## src/rtl/fft_mult.sv

```systemverilog
// -----------------------------------------------------------------------------
// fft_mult
//
// Fully pipelined 8x8 integer multiplier, the butterfly-multiplier primitive of
// the FFT datapath. One operand pair is accepted every clock and one 16-bit
// product is produced every clock, with a fixed latency of four register
// stages. There is no handshake: the FFT sequencer tracks alignment by latency.
//
// Pipeline:
//   S1  register data1 / data2
//   S2  build 8 partial products, add pairwise into 4 registered sums
//   S3  add pairwise into 2 registered sums
//   S4  add the final pair into res
//
// A pair sampled at edge N appears on res just after edge N+3.
//
// Build option:
//   FFT_MULT_SIGNED_EN  when defined, data1/data2/res are two's complement and
//                       the partial products use Baugh-Wooley sign handling.
//                       Ports, latency and throughput are unchanged.
//
// Ports:
//   clk    in   1        rising-edge clock
//   rst_n  in   1        asynchronous active-low reset, clears all stages
//   data1  in   DATA_W   multiplicand
//   data2  in   DATA_W   multiplier
//   res    out  RES_W    product data1*data2, registered
// -----------------------------------------------------------------------------
module fft_mult #(
    parameter int DATA_W = 8,
    localparam int RES_W = 2 * DATA_W
) (
    input  logic              clk,
    input  logic              rst_n,
    input  logic [DATA_W-1:0] data1,
    input  logic [DATA_W-1:0] data2,
    output logic [RES_W-1:0]  res
);

    // ---------------------------------------------------------------------
    // S1: operand registers
    // ---------------------------------------------------------------------
    logic [DATA_W-1:0] a_q;
    logic [DATA_W-1:0] b_q;

    // ---------------------------------------------------------------------
    // S2 combinational: partial-product rows
    // ---------------------------------------------------------------------
    logic [DATA_W-1:0] row [DATA_W];
    logic [RES_W-1:0]  pp  [DATA_W];

    // Registered adder-tree stages
    logic [RES_W-1:0]  s2_q [DATA_W/2];
    logic [RES_W-1:0]  s3_q [DATA_W/4];

    // NOTE: every variable written here gets a value before any conditional
    // logic touches it, so no path leaves it unassigned and no latch appears.
    always_comb begin
        for (int i = 0; i < DATA_W; i++) begin
            row[i] = a_q & {DATA_W{b_q[i]}};
`ifdef FFT_MULT_SIGNED_EN
            // Baugh-Wooley: the cross terms involving exactly one sign bit
            // are complemented; the sign*sign term stays positive.
            if (i < DATA_W - 1) begin
                row[i][DATA_W-1] = ~row[i][DATA_W-1];
            end else begin
                row[i][DATA_W-2:0] = ~row[i][DATA_W-2:0];
            end
`endif
            pp[i] = RES_W'({{DATA_W{1'b0}}, row[i]} << i);
        end
`ifdef FFT_MULT_SIGNED_EN
        // Correction constant 2^n + 2^(2n-1). Row 0 only occupies bits
        // [DATA_W-1:0], so these bits are free and can be OR-ed in.
        pp[0] = pp[0] | (RES_W'(1) << DATA_W) | (RES_W'(1) << (RES_W - 1));
`endif
    end

    // ---------------------------------------------------------------------
    // Pipeline registers
    // ---------------------------------------------------------------------
    // NOTE: every stage, not just res, is cleared by reset so that a refill
    // after reset shows zeros rather than stale in-flight products.
    always_ff @(posedge clk or negedge rst_n) begin
        if (!rst_n) begin
            a_q <= '0;
            b_q <= '0;
            for (int i = 0; i < DATA_W/2; i++) s2_q[i] <= '0;
            for (int i = 0; i < DATA_W/4; i++) s3_q[i] <= '0;
            res <= '0;
        end else begin
            // NOTE: non-blocking assignments make every stage see the previous
            // stage's value from before this edge, which is what pipelines.
            a_q <= data1;
            b_q <= data2;
            for (int i = 0; i < DATA_W/2; i++) begin
                s2_q[i] <= pp[2*i] + pp[2*i+1];
            end
            for (int i = 0; i < DATA_W/4; i++) begin
                s3_q[i] <= s2_q[2*i] + s2_q[2*i+1];
            end
            // All sums wrap modulo 2^RES_W; the exact product always fits.
            res <= s3_q[0] + s3_q[1];
        end
    end

endmodule

```

## config.mk

```make
export PLATFORM = sky130hd
export DESIGN_NAME = fft_mult
export DESIGN_NICKNAME = d
export VERILOG_FILES = /design/src/rtl/fft_mult.sv
export SDC_FILE = /design/constraint.sdc
export NUM_CORES = 1
export LEC_CHECK = 0
export CORE_MARGIN = 3
export CORE_UTILIZATION = 35
export DETAILED_ROUTE_END_ITERATION = 12
export HOLD_SLACK_MARGIN = 0.12
export PLACE_DENSITY_LB_ADDON = 0.12
export SLEW_MARGIN = 20
export SYNTH_ARGS = -nofsm -noshare
export SYNTH_HDL_FRONTEND = slang
export SYNTH_SLANG_ARGS = --single-unit
```

## constraint.sdc

```tcl
create_clock -name clk -period 2.1 [get_ports clk]
set_input_delay 0.315 -clock clk [delete_from_list [all_inputs] [get_ports clk]]
set_output_delay 0.315 -clock clk [all_outputs]
set_load 0.02 [all_outputs]
```

==> results of run 1 <==
## routing by layer
| layer | global-route usage (%) | up-vias |
|---|---|---|
| met2 | 20.61 | 46 |
| met4 | 3.975 | 0 |
| li1 | - | 1672 |
| met3 | 3.817 | 10 |
| met1 | 16.12 | 1565 |
| met5 | 0 | - |
## final timing paths
kind	start	slack, ps	endpoint	cells after the start
max in group asynchronous	rst_n	970	b_q[3]$_DFF_PN0_	3
min	s3_q[18]$_DFF_PN0_	350	res[2]$_DFF_PN0_	0
min reg2reg	s3_q[18]$_DFF_PN0_	350	res[2]$_DFF_PN0_	0
max reg2reg	a_q[1]$_DFF_PN0_	120	s2_q[27]$_DFF_PN0_	9
max	a_q[1]$_DFF_PN0_	120	s2_q[27]$_DFF_PN0_	9
min in group asynchronous	rst_n	450	s3_q[15]$_DFF_PN0_	2
## final cells by class
type	instances	area (sq um)	share of cell area, %
multi-input combinational	331	2571	42.27
sequential	97	2434	40.00
timing repair buffer	52	485.5	7.980
clock buffer	11	232.7	3.826
tap	180	225.2	3.702
inverter	21	78.83	1.296
clock inverter	5	56.30	0.9255
## sequential cells by signal, indices dropped and copies added, names as in the netlist
name	cells
a_q	8
b_q	8
res	16
s2_q	40
s3_q	25
## power breakdown
group          internal (mW)  leakage, nW  switching, mW  total, mW
clock                  0.921        0.139          0.680       1.60
sequential              2.24         1.18          0.155       2.40
combinational          0.926         1.49          0.995       1.92
total                   4.09         2.81           1.83       5.92
## through the flow
step | std cells | area (sq um)
2_1_floorplan | 449 | 5022
3_3_place_gp | 680 | 5723
3_5_place_dp | 680 | 5723
4_1_cts | 697 | 6032
5_1_grt | 697 | 6083
6_report | 697 | 6083
## critical path, cell delays in order (launching register included)
cell	delay, ps
sky130_fd_sc_hd__dfrtp_2	460
sky130_fd_sc_hd__and2_1	180
sky130_fd_sc_hd__ha_1	220
sky130_fd_sc_hd__inv_1	80
sky130_fd_sc_hd__fa_2	200
sky130_fd_sc_hd__nor2b_1	50
sky130_fd_sc_hd__o21a_1	180
sky130_fd_sc_hd__o21ai_2	160
sky130_fd_sc_hd__nand2_1	90
sky130_fd_sc_hd__a221oi_1	270
## logic make-up (layout without fill, tap and decap cells)
| family | count (synthesis) | after routing | synth area share (%) |
|---|---|---|---|
| AO/OA/AOI/OAI | 85 | 85 | 11.53 |
| flip-flops | 97 | 97 | 48.33 |
| AND/OR/NAND/NOR | 143 | 143 | 15.07 |
| XOR/XNOR | 43 | 43 | 7.499 |
| adder cells (fa/ha/maj) | 60 | 60 | 15.99 |
| buffers and inverters | 21 | 89 | 1.570 |
## what timing repair did
action / 4_1_cts / 5_1_grt
cloned: 0 / 0
gates resized for setup: 4 / 19
endpoints found under the setup margin: 2 / 14
pin swaps: 0 / 5
endpoints found under the hold margin: 32 / 0
buffers inserted: 0 / 0
hold buffers: 1 / 0
## cells in the final DEF, fill, tap and decap left out, drive strengths merged, types with 4 or more instances in the layout
master,instances
o21ai,17
ha,53
and2,57
o2111ai,5
a21o,10
xor2,12
dfrtp,97
nor3,11
nand2,17
fa,7
inv,21
nor2b,11
clkdlybuf4s50,32
a211oi,11
nor2,31
o21bai,4
a21oi,19
xnor2,31
nand3,8
buf,19
o21a,8
clkbuf,11
==> flow_results.org, run 1 <==
** Outcome
- The run finished with clean final reports.

** Die
- Chip height :: around 130 um
- The die covers 15820 sq um.
- Initial Util :: 36.04%
- Row cnt :: 43
- The die is 125.8 um wide.
- The total area inside the core boundary comes to between 10000 and 15000 sq um.
- In this run the count of I/O pins placed on the die edge is 34.

** Setup path
- Critical Path Source Type :: register
- Of all nets on the critical path, the largest fanout is 8.
- WP data required :: 2350 ps
- Category of the most critical setup path :: reg -> reg
- CP arrival :: 2220 ps
- STA classifies the critical path endpoint as a register.

** Power and ir drop
- Summing internal, switching and leakage power gives 5.917 mW.
- Total power density per cell area :: 972.7 nW/um^2
- Static power due to leakage :: ~2.8 nW
- Across the VDD grid, the largest voltage drop is 0.0004163 V.

** STA
- On the final layout, the worst hold slack is between 300 and 400 ps.
- RSZ-0062 raised after global routing :: true
- Dividing the final minimum period by the clock period gives between 90% and 100%.
- Setup violations remaining at the end of the flow were counted as 0.
- The number of slew-limit violations in the final report was 0.
- The final number of hold-violating endpoints came to 0.
- For this run, the top clock speed supported by timing is 505.5 MHz.
- Actual slew at the worst max-slew pin :: 437.2 ps
- Layout Skew :: 6.969 ps
- Adding up every negative setup slack in the final design gives 0 ps.
- After layout, the minimum clock period comes to 1978 ps.
- Final worst slack :: around 120 ps
- Measured against its own limit, the worst slew margin works out to 70.85%.

** Routing
- Number of detailed-route iterations in the first pass :: 4
- After detailed routing, the met2 layer carries 4.328 mm of wire.
- Number of DRC markers in iteration 0 :: around 110
- Antenna Violating Nets Remaining :: 0
- After detailed routing, the average wire length per cell comes to 13.17 um.
- Metal3 WL :: 335 um
- Vias/cell :: 4.725
- Remaining routing DRC violations :: 0
- Highest metal layer with signal wires :: met4
- DRT met1 WL :: 4.377 mm
- After detailed routing, the total wire length is between 9 and 10 mm.
- Detailed routing inserted a total of approximately 3300 vias.

** Logic synthesis
- The synthesized netlist contains 35 unique library cells.
- Avg Inst Size Synth :: between 10 and 15 sq um
- Syn nets :: 527
- Proportion of synthesized chip area in sequential cells :: a little under 50%
- In the synthesized netlist the async set-or-reset flop fraction comes to 100.0%.
- Ranking of synthesized cells by area :: sky130_fd_sc_hd__dfrtp_1 48%, sky130_fd_sc_hd__ha_1 13%, sky130_fd_sc_hd__and2_1 7.1%
- Register bit count reported by yosys :: 97
- Yosys instantiated no cell more often than sky130_fd_sc_hd__dfrtp_1.
- Summed over its instances, the top area cell type makes up 48.33% of the synthesized netlist area.
- In this run the cell area of the synthesized design comes to approximately 5000 sq um.
- Counting flops with a built-in enable in the synthesized netlist gives 0.
- For this run, the leading register cell type out of synthesis is sky130_fd_sc_hd__dfrtp_1.
- Yosys printed 0 warnings.
- Commonest cells in the synthesized netlist :: 97 x sky130_fd_sc_hd__dfrtp_1, 57 x sky130_fd_sc_hd__and2_1, 53 x sky130_fd_sc_hd__ha_1, 31 x sky130_fd_sc_hd__nor2_1, 31 x sky130_fd_sc_hd__xnor2_1
- The biggest area contributor in the post-synthesis netlist is sky130_fd_sc_hd__dfrtp_1.
- Cell count after synthesis :: 449

** Clock network
- Clock-pin transition on the worst setup and hold timing paths :: roughly 60 ps
- Clock tree synthesis inserted a total of 9 buffers.
- CTS H-tree lvls :: 3
- The longest clock path from root to sink contains 2 buffers.
- Root Buffer :: sky130_fd_sc_hd__clkbuf_16
- Clock tree synthesis found a total of 97 sinks.
- Source-to-sink clock delay at the later pin of the worst-skew pair :: 350 ps
- Clock tree from TritonCTS :: done

** GRT
- The first global-routing pass estimated 15.73 mm of wire.
- The number of antenna violations at the first check in global routing was 0.
- Largest net degree at the start of global routing :: 44
- Global-route usage over all layers :: 12.59%
- The number of global-route vias before repair is 3321.
- Overflow after GRT :: 0

** Cells and area
- Total inserted antenna cells :: 0
- Area added between synthesis and finish :: 21.13%
- After filler insertion, the fill cell instance count of the layout stands at 1312.
- Fraction of layout cells with a size suffix above 1 :: 11.22%
- Measured on the finished design, the core utilization comes to 43.66%.
- In the final design database the tool counted 590 nets.

** Placement
- Worst slack after detailed placement :: -45.58 ps
- Detailed placement ended at an HPWL of 7.156 mm.
- At the end of routability-driven placement, the weighted congestion stood at 0.8355.
- During placement, the flow inserted port buffers numbering 33.

** Min path
- Worst Hold Class :: reg -> reg

** Flow run
- Number of max-capacitance violations reported :: 0
No activity file was read; power rests on OpenSTA's default activity.
==> inputs of run 2 (changes only) <==
--- a/config.mk
+++ b/config.mk
@@ -9,6 +9,7 @@
 export CORE_UTILIZATION = 35
 export DETAILED_ROUTE_END_ITERATION = 12
 export HOLD_SLACK_MARGIN = 0.12
+export MAX_ROUTING_LAYER = met4
 export PLACE_DENSITY_LB_ADDON = 0.12
 export SLEW_MARGIN = 20
 export SYNTH_ARGS = -nofsm -noshare
==> run 2 against run 1 <==
  * Non-clock buffer count unchanged
  * Setup slack worse by 2.3 ps
  * Fmax is 0.11% lower
  * Clock-buffer cell count did not move
  * Utilization stayed put
  * Via count grew 0.21%
  * Clock skew hardly changed
  * Design area unchanged
  * Sequential power about the same
  * Global-route usage increased by 0.37 points
  * Register-to-register slack hardly changed
  * Largest power group unchanged
==> flow_results.org, run 2 (synthesized netlist as in run 1, its figures left out) <==
** Outcome
- Run status :: complete, no violations (unchanged)

** Setup path
- The required time reported for the critical path endpoint is 2340 ps (was 2350 ps).
- The kind of critical path was reg -> reg (unchanged).
- CP endpoint kind :: register (unchanged)
- The kind of start point of the critical path is a register (unchanged).
- Critical Path Fanout Max :: 8 (unchanged)
- The flop-to-flop setup slack is 120 ps (about the same).
- Count of cells along the worst register-to-register path :: 9 (unchanged)
- The cell with the biggest individual delay on the critical path is sky130_fd_sc_hd__dfrtp_2 (unchanged).
- Cell chain of the critical path :: and2_1, ha_1, inv_1, fa_2, nor2b_1, o21a_1, o21ai_2, nand2_1, a221oi_1 (unchanged)
- Timing startpoint of the critical path :: a_q[1]$_DFF_PN0_ (unchanged)
- The critical path capture point is s2_q[27]$_DFF_PN0_ (unchanged).
- CP arrival :: 2220 ps (about the same)
- The delay contributed by the slowest stage of the critical path was 460 ps (about the same).
- The end of the worst register-to-register path is s2_q[27]$_DFF_PN0_ (unchanged).
- The origin of the critical flop-to-flop path was a_q[1]$_DFF_PN0_ (unchanged).

** Placement
- Inst Count DP :: 680 (unchanged)
- Number of buffers inserted by port buffering :: 33 (unchanged)
- Total half-perimeter wirelength after legalization and detailed placement :: 7.156 mm (unchanged)
- Worst slack after detailed placement :: -45.58 ps (unchanged)
- Instance area at placement :: 5723 sq um (unchanged)
- Routability Congestion :: 0.8484 (was 0.8355)

** STA
- Final hold violations :: 0 (unchanged)
- Layout Skew :: 6.711 ps (was 6.969 ps)
- Final setup violation count :: 0 (unchanged)
- RSZ-0062 raised after global routing: true (unchanged).
- Final worst slack :: 119.3 ps (was 121.6 ps)
- F_max :: 504.9 MHz (was 505.5 MHz)
- The number of slew-limit violations in the final report was 0 (unchanged).
- Worst-case hold slack :: 348.7 ps (was 348.3 ps)
- Clock period minus final worst setup slack :: 1981 ps (was 1978 ps)
- The portion of the clock cycle consumed by the worst path in the final layout is 94.32% (was 94.21%).
- Actual slew at the worst max-slew pin :: 437.8 ps (was 437.2 ps)
- Rel. slew slack :: 70.81% (was 70.85%)

** Die
- Core Box Area :: 13930 sq um (unchanged)
- The starting density of the core came to 36.04% (unchanged).
- The width of the die was 125.8 um (unchanged).
- The number of standard-cell rows in the floorplan came to 43 (unchanged).
- Die area :: 15820 sq um (unchanged)
- The y dimension of the die was 125.8 um (unchanged).
- The total I/O pin count came to 34 (unchanged).

** Cells and area
- The fraction of layout cells with a size suffix above 1 is 11.22% (unchanged).
- The post-layout instance area came to 6083 sq um (unchanged).
- Most flop-heavy register :: s2_q (unchanged)
- Area added between synthesis and finish :: 21.13% (unchanged)
- Total inserted antenna cells :: 0 (unchanged)
- The number of filler instances in the final layout came to 1312 (unchanged).
- Regs by FF count :: s2_q (40), s3_q (25), res (16) (unchanged)
- Commonest non-fill, non-tap cells in the layout :: 92 x sky130_fd_sc_hd__dfrtp_1, 57 x sky130_fd_sc_hd__and2_1, 50 x sky130_fd_sc_hd__ha_1 (unchanged)
- Number of non-filler instances in the completed layout :: 697 (unchanged)
- The area occupied by registers was 2434 sq um (unchanged).
- Max reg flops :: 40 (unchanged)
- Leading cell type in the layout, fill and taps excluded :: sky130_fd_sc_hd__dfrtp_1 (unchanged)
- The area taken by multi-input logic gates is 2571 sq um (unchanged).
- The post-layout net count came to 590 (unchanged).

** Power and ir drop
- The net switching component of the power was 1.834 mW (was 1.830 mW).
- Register share of total power :: 40.5% (about the same)
- The design internal power came to 4.088 mW (was 4.087 mW).
- Clock network power share :: 27.1% (about the same)
- The areal power density over the cells came to 973.3 nW/um^2 (was 972.7 nW/um^2).
- Static power due to leakage :: 2.809 nW (unchanged)
- The largest vdd supply drop is 0.0004136 V (was 0.0004163 V).
- Portion of total power attributed to combinational logic :: 32.5% (about the same)
- Switch share :: 30.97% (was 30.92%)
- The overall power consumption is 5.921 mW (was 5.917 mW).

** Clock network
- Total setup buffers inserted after CTS :: 0 (unchanged)
- The maximum clock insertion buffer count was 2 (unchanged).
- The clock insertion delay at the later pin of the skew report came to 350 ps (about the same).
- The TritonCTS clock tree is done (unchanged).
- The number of sinks on the clock net is 97 (unchanged).
- The number of buffers inserted during clock tree synthesis was 9 (unchanged).
- The clock transition at the register clock pins on the worst setup and hold paths after CTS was 60 ps (about the same).
- The maximum level of the CTS H-tree is 3 (unchanged).
- Root Buffer :: sky130_fd_sc_hd__clkbuf_16 (unchanged)

** GRT
- The global-route track usage on met3 is 3.817% (unchanged).
- The maximum number of pins on one net before global-route repair is 44 (unchanged).
- Antenna violations before repair :: 0 (unchanged)
- The global router's overall resource usage came to 12.96% (was 12.59%).
- Wire length of the first global-routing pass :: 15.73 mm (unchanged)
- Overflow after GRT :: 0 (unchanged)
- Met2 Resource Use GR :: 20.67% (was 20.61%)
- The number of global-route vias before repair came to 3324 (was 3321).
- The layer carrying the most global-route usage is met2 (unchanged).
- The met1 usage was 16.04% (was 16.12%).

** Min path
- The classification of the worst-slack hold path was reg -> reg (unchanged).
- The worst hold path startpoint is s2_q[49]$_DFF_PN0_ (was s3_q[18]$_DFF_PN0_).

** Routing
- The DRC violation total after the first TritonRoute iteration is 104 (was 112).
- Vias/cell :: 4.735 (was 4.725)
- The remaining antenna violation count after routing was 0 (unchanged).
- Vias :: 3300 (was 3293)
- The sum of routed wire length over all layers came to 9.217 mm (was 9.182 mm).
- The average wire per cell in the routed design is 13.22 um (was 13.17 um).
- The count of unresolved DRC violations after routing was 0 (unchanged).
- Number of detailed-route iterations in the first pass :: 4 (unchanged)

** Flow run
- The number of violations of the max-capacitance limit was 0 (unchanged).
run 2: worst min path at each step:
stage	cells past startpoint	to
final	0	s3_q[17]$_DFF_PN0_
after global routing	0	s3_q[17]$_DFF_PN0_
after CTS	0	s3_q[17]$_DFF_PN0_
after detailed placement	1	res[13]$_DFF_PN0_
after global placement	1	res[13]$_DFF_PN0_
after floorplan	0	a_q[0]$_DFF_PN0_
run 2: power groups by stage:
stage | clock network (mW) | registers (mW) | logic, mW
finish | 1.60 | 2.40 | 1.92
floorplan | 0 | 2.54 | 1.17
CTS | 1.69 | 2.41 | 1.92
global route | 1.76 | 2.43 | 2.14
detailed placement | 0 | 2.44 | 1.90
global placement | 0 | 2.44 | 1.89
run 2: stage by stage:
stage                     utilization [%]  TNS [ps]
final                               43.66         0
after global routing                43.66    -58.38
after CTS                           43.29         0
after detailed placement            41.07    -79.30
after global placement              41.07         0
after floorplan                         -         0
run 2: final cells by class:
| class | instances | share of cell area [%] |
|---|---|---|
| Multi-Input combinational cell | 331 | 42.27 |
| Timing Repair Buffer | 52 | 7.980 |
| Tap cell | 180 | 3.702 |
| Sequential cell | 97 | 40.00 |
| Clock inverter | 5 | 0.9255 |
| Clock buffer | 11 | 3.826 |
| Inverter | 21 | 1.296 |
run 2: worst max-delay path, delay by kind of cell, from the launching register on:
kind | cells | cell delay, ps
AND/OR/NAND/NOR | 3 | 320
AO/OA/AOI/OAI | 3 | 610
adder cells (fa/ha/maj) | 2 | 420
buffers and inverters | 1 | 80
flip-flops | 1 | 460
run 2: timing repair:
item	in CTS	in global routing
hold buffers	1	0
resized for setup	4	19
pin swaps	0	5
endpoints found under the hold margin	32	0
endpoints found under the setup margin	2	14
run 2: metal layers:
metal | routed length [um] | share of wire (%)
met5 | 0 | 0
met4 | 133 | 1.4
met3 | 330 | 3.6
met2 | 4337 | 47
met1 | 4416 | 48
